[src/rtl/stream_mux_nto1_pkg.sv]
// Shared types for the N-to-1 stream multiplexer.
package stream_mux_pkg;

   typedef enum logic {
      MODE_SEL = 1'b0,
      MODE_RR  = 1'b1
   } mode_e;

endpackage

[src/rtl/stream_mux_nto1_rr_arbiter.sv]
// Combinational round-robin arbiter: rotate requests so the search starts after ptr, then priority-encode.
module rr_arbiter
   import stream_mux_pkg::*;
#(
   parameter int unsigned N  = 4,
   parameter int unsigned SW = $clog2(N)
) (
   input  logic [N-1:0]  req,
   input  logic [SW-1:0] ptr,
   output logic [SW-1:0] grant_idx,
   output logic          grant_valid
);

   logic [N-1:0] rot;
   int unsigned  start;
   int unsigned  off;

   always_comb begin
      start = (32'(ptr) + 32'd1) % N;
      rot   = '0;
      for (int unsigned k = 0; k < N; k++) begin
         rot[k] = req[(start + k) % N];
      end
      grant_valid = 1'b0;
      off         = 0;
      for (int unsigned k = 0; k < N; k++) begin
         if (!grant_valid && rot[k]) begin
            grant_valid = 1'b1;
            off         = k;
         end
      end
      grant_idx = SW'((start + off) % N);
   end

endmodule

[src/rtl/stream_mux_nto1.sv]
// N-to-1 valid/ready stream mux with a single registered output stage; external-select or round-robin.
module stream_mux_nto1
   import stream_mux_pkg::*;
#(
   parameter int unsigned N  = 4,
   parameter int unsigned W  = 8,
   parameter int unsigned SW = $clog2(N)
) (
   input  logic           clk,
   input  logic           reset,
   input  logic           mode,
   input  logic [SW-1:0]  sel,
   input  logic [N*W-1:0] in_data,
   input  logic [N-1:0]   in_valid,
   output logic [N-1:0]   in_ready,
   output logic [W-1:0]   out_data,
   output logic [SW-1:0]  out_ch,
   output logic           out_valid,
   input  logic           out_ready
);

   logic [W-1:0]  out_data_q, out_data_d;
   logic [SW-1:0] out_ch_q,   out_ch_d;
   logic          out_valid_q, out_valid_d;
   logic [SW-1:0] ptr_q,      ptr_d;

   logic [SW-1:0] rr_idx;
   logic          rr_valid;
   logic [SW-1:0] grant_idx;
   logic          grant_valid;
   logic          load;
   mode_e         mode_m;

   rr_arbiter #(
      .N  (N),
      .SW (SW)
   ) u_rr (
      .req         (in_valid),
      .ptr         (ptr_q),
      .grant_idx   (rr_idx),
      .grant_valid (rr_valid)
   );

   always_comb begin
      mode_m      = mode_e'(mode);
      load        = !out_valid_q || out_ready;
      grant_idx   = '0;
      grant_valid = 1'b0;
      if (mode_m == MODE_RR) begin
         grant_idx   = rr_idx;
         grant_valid = rr_valid;
      end else if (32'(sel) < N) begin
         grant_idx   = sel;
         grant_valid = in_valid[sel];
      end
   end

   // Gating with reset keeps any handshake from completing in the reset cycle.
   always_comb begin
      in_ready = '0;
      if (load && grant_valid && !reset) begin
         in_ready[grant_idx] = 1'b1;
      end
   end

   always_comb begin
      out_data_d  = out_data_q;
      out_ch_d    = out_ch_q;
      out_valid_d = out_valid_q;
      ptr_d       = ptr_q;
      if (load) begin
         if (grant_valid) begin
            out_data_d  = in_data[32'(grant_idx)*W +: W];
            out_ch_d    = grant_idx;
            out_valid_d = 1'b1;
            if (mode_m == MODE_RR) begin
               ptr_d = grant_idx;
            end
         end else begin
            out_valid_d = 1'b0;
         end
      end
   end

   always_ff @(posedge clk) begin
      if (reset) begin
         out_data_q  <= '0;
         out_ch_q    <= '0;
         out_valid_q <= 1'b0;
         ptr_q       <= SW'(N - 1);
      end else begin
         out_data_q  <= out_data_d;
         out_ch_q    <= out_ch_d;
         out_valid_q <= out_valid_d;
         ptr_q       <= ptr_d;
      end
   end

   assign out_data  = out_data_q;
   assign out_ch    = out_ch_q;
   assign out_valid = out_valid_q;

endmodule

[config.mk]
export PLATFORM = sky130hd
export DESIGN_NAME = stream_mux_nto1
export DESIGN_NICKNAME = d
export VERILOG_FILES = /design/src/rtl/stream_mux_nto1_pkg.sv /design/src/rtl/stream_mux_nto1_rr_arbiter.sv /design/src/rtl/stream_mux_nto1.sv
export SDC_FILE = /design/constraint.sdc
export NUM_CORES = 1
export LEC_CHECK = 0
export CAP_MARGIN = 20
export CORE_MARGIN = 5
export CORE_UTILIZATION = 38
export DETAILED_ROUTE_END_ITERATION = 10
export PLACE_DENSITY_LB_ADDON = 0.12
export SLEW_MARGIN = 0
export SYNTH_ARGS = -nofsm -noshare
export SYNTH_HDL_FRONTEND = slang
export SYNTH_SLANG_ARGS = --single-unit
export TNS_END_PERCENT = 10
[constraint.sdc]
create_clock -name clk -period 3.4 [get_ports clk]
set_input_delay 0.85 -clock clk [delete_from_list [all_inputs] [get_ports clk]]
set_output_delay 0.85 -clock clk [all_outputs]
set_load 0.05 [all_outputs]
==> results.ini <==
[yosys]
yosys.area_share.adder = 0.00990
synth-edff-count = 0
yosys-top-cells-area = dfxtp_1 21%, nor2b_1 8.4%, mux2i_1 7.9%, a211o_1 6.2%, a2111oi_1 5.5%
synth_warnings = 0
synthSimpleGateAreaFrac = 0.260
synth_nets = 197
synth_compound_gate_area_share = 0.321
ys.flop_type = dfxtp_1
yosysSeqAreaShare = 0.206
ys_ff_latch = 13
synth_mux_area_frac = 0.115
syn_area_per_cell_um2 = 8.21
synth_top_family_by_area = compound AO/OA/AOI/OAI gates
synth_top_area_frac = 0.206
ys_types = 43
syn_area_um2 = 1260
synth_xor_xnor_area_share = 0.0139
synth-async-reset-ratio = 0
yosys.area.top_type = dfxtp_1
synthCells = 154

[layout]
layout-drive-gt1-share = 0.289
final_cells = 274
nets = 272
fin_area_um2 = 2190
final_util = 0.667
n_antenna_cell = 0
area_growth_pct = 73.3

[status]
outcome = finished with violations
violations = negative setup slack

[timing]
rsz0062_at_grt = yes
slew-limit-headroom = 0.654
timing.final.ws_setup_ns = -0.191
worst_slew_pin_slew_ns = 0.518
clock_skew_ns = 0.0218
whs_ns = 0.463
min_period_ns = 3.59
hold_viol = 0
fin_tns_setup_ns = -0.485
finalSetupViolCount = 4
final_max_slew_viol_count = 0
fin_crit_sh = 1.06
max_freq_mhz = 278

[global_routing]
antenna_found_initial = 0
grt_pass1_vias = 1582
overflow = 0
grt_max_degree = 18
grt_usage = 0.199
grt_pass1_wl_um = 7110

[clock_network]
htree_num_levels = 1
cts_tree = yes
holdBufCountCts = 0
clk_pin_slew_ns = 0.07
clockRootBuffer = clkbuf_4
clkSinkCount = 13
cts_buffers = 3
max-clock-path-buffers = 2
clock_latency_ns = 0.29

[floorplan]
dieArea_um2 = 4580
core-area_um2 = 3280
rows = 21
initial_utilization = 0.385
die_w_um = 67.7
ioPinCount = 57
die_h_um = 67.7

[place]
gp_congestion = 0.925
dpl-instance-area_um2 = 2050
hpwl_um = 3300
port_buffers = 56
dp.cells = 267

[setup_path]
cp-start-kind = primary input
path_max_fanout = 4
endpoint_kind = output pin
setup.worst_path.start = in_valid[1]
regToRegEndpoint = out_data[4]
regToRegSetupSlack_ns = 0.60
regToRegStartpoint = ptr_q[0]
r2r_cells = 12
worst-setup-path-type = in -> out
cp.required_ns = 2.55
cp.arrival_ns = 2.74

[power]
power.internal_mw = 0.464
p_sw_mw = 0.344
pwr-share-comb = 0.631
vdd_drop_max_v = 0.000176
power_density_nw_per_um2 = 369
seqPwrFrac = 0.244
leakagePower_nw = 0.844
p_sw_frac = 0.426
clockPowerShare = 0.125

[worst_hold_path]
holdPathEnd = out_data[4]
min-delay-start = out_data[4]
min_path_cells = 2
hold_path.class = reg -> reg

[drt]
antenna_left = 0
vias_per_cell = 5.47
drtIter0Drc = 92
drt_wl_total_um = 4120
wl_per_cell_um = 15.0
dr.pass1.iters = 4
dr_total_vias = 1500
drc = 0

[flow_run]
maxCapViolations = 0

-- kinds of logic after synthesis --
logic type                 count (synthesis)
adders and majority gates                  1
DFF                                       13
muxes                                     12
buffers and inverters                     17
xor gates and xnor gates                   2
AOI/OAI and AO/OA                         50
and+or+nand+nor                           59
-- area by class of cell --
type                       count  area [µm²]
sequential                    13         260
timing repair buffer          83         812
inverter                       4        15.0
clock buffer                   4        26.3
multi-input combinational    124        1020
fill                         280        1090
tap                           46        57.6
-- worst max-delay path, stage by stage --
cell and delay (ns):
buf_8 0.10, or4_4 0.50, o2111ai_2 0.10, ha_2 0.22
xnor2_2 0.14, nand2_2 0.10, mux2i_4 0.21, nand2b_4 0.19
and3_4 0.19, buf_12 0.13
-- sequential cells by signal (all words and copies together), names as in the netlist --
signal / flops
out_ch: 2
out_valid: 1
ptr_q: 2
out_data: 8
-- per-layer routing --
| metal | vias up | global-route usage | share of wire |
|---|---|---|---|
| met4 | 0 | 0.0532 | 0.0090 |
| met2 | 48 | 0.351 | 0.50 |
| met3 | 4 | 0.0532 | 0.067 |
| li1 | 729 | - | - |
| met5 | - | 0 | 0 |
| met1 | 719 | 0.236 | 0.43 |
-- synth_stat cells, types with 3 or more instances --
master	number
nor2b_1	17
dfxtp_1	13
mux2i_1	10
nand2_1	10
a211o_1	9
a211oi_1	9
nor2_1	9
o21ai_1	8
a2111oi_1	7
nand2b_1	7
clkbuf_1	4
inv_1	4
nor3_1	4
buf_2	3
buf_4	3
o21ai_0	3
-- worst max path at each step --
stage / cells past startpoint / endpoint / slack [ns]
2_1_floorplan: 10 / in_ready[1] / -0.35
3_3_place_gp: 11 / in_ready[0] / -0.66
3_5_place_dp: 11 / in_ready[0] / -0.72
4_1_cts: 11 / in_ready[0] / -0.18
5_1_grt: 11 / in_ready[0] / -0.30
6_report: 10 / in_ready[0] / -0.19
-- per-stage QoR --
stage | power, mW | setup slack (ns)
after floorplan | 0.504 | -0.346
after global placement | 0.675 | -0.660
after detailed placement | 0.684 | -0.720
after CTS | 0.804 | -0.182
after global routing | 0.863 | -0.301
final | 0.808 | -0.191
-- power by group through the flow --
stage	registers [mW]	logic (mW)	clock network (mW)
CTS	0.196	0.504	0.104
finish	0.197	0.510	0.101
global route	0.201	0.548	0.114
detailed placement	0.198	0.486	0
floorplan	0.267	0.237	0
global placement	0.197	0.478	0
-- placed cells by master, fill, tap and decap left out, drive strengths merged, types with 2 or more instances in the layout --
cell type / netlist / layout
nor3: 5 / 5
mux2i: 11 / 11
inv: 4 / 4
nand2b: 7 / 7
a211o: 9 / 9
nor3b: 2 / 2
o21ai: 11 / 11
a2111oi: 8 / 8
o22ai: 2 / 2
clkdlybuf4s50: 0 / 47
dfxtp: 13 / 13
nor2: 10 / 10
clkbuf: 4 / 4
nand2: 10 / 10
a211oi: 9 / 9
a21oi: 3 / 3
xnor2: 2 / 2
or4: 2 / 2
buf: 9 / 35
and3: 2 / 2
nor2b: 18 / 18
-- what timing repair did --
action / 4_1_cts / 5_1_grt
gates resized for setup: 35 / 11
endpoints found under the setup margin: 4 / 4
cloned: 0 / 0
pin swaps: 4 / 5
buffers inserted: 2 / 1
(Power assumes the default switching activity.)
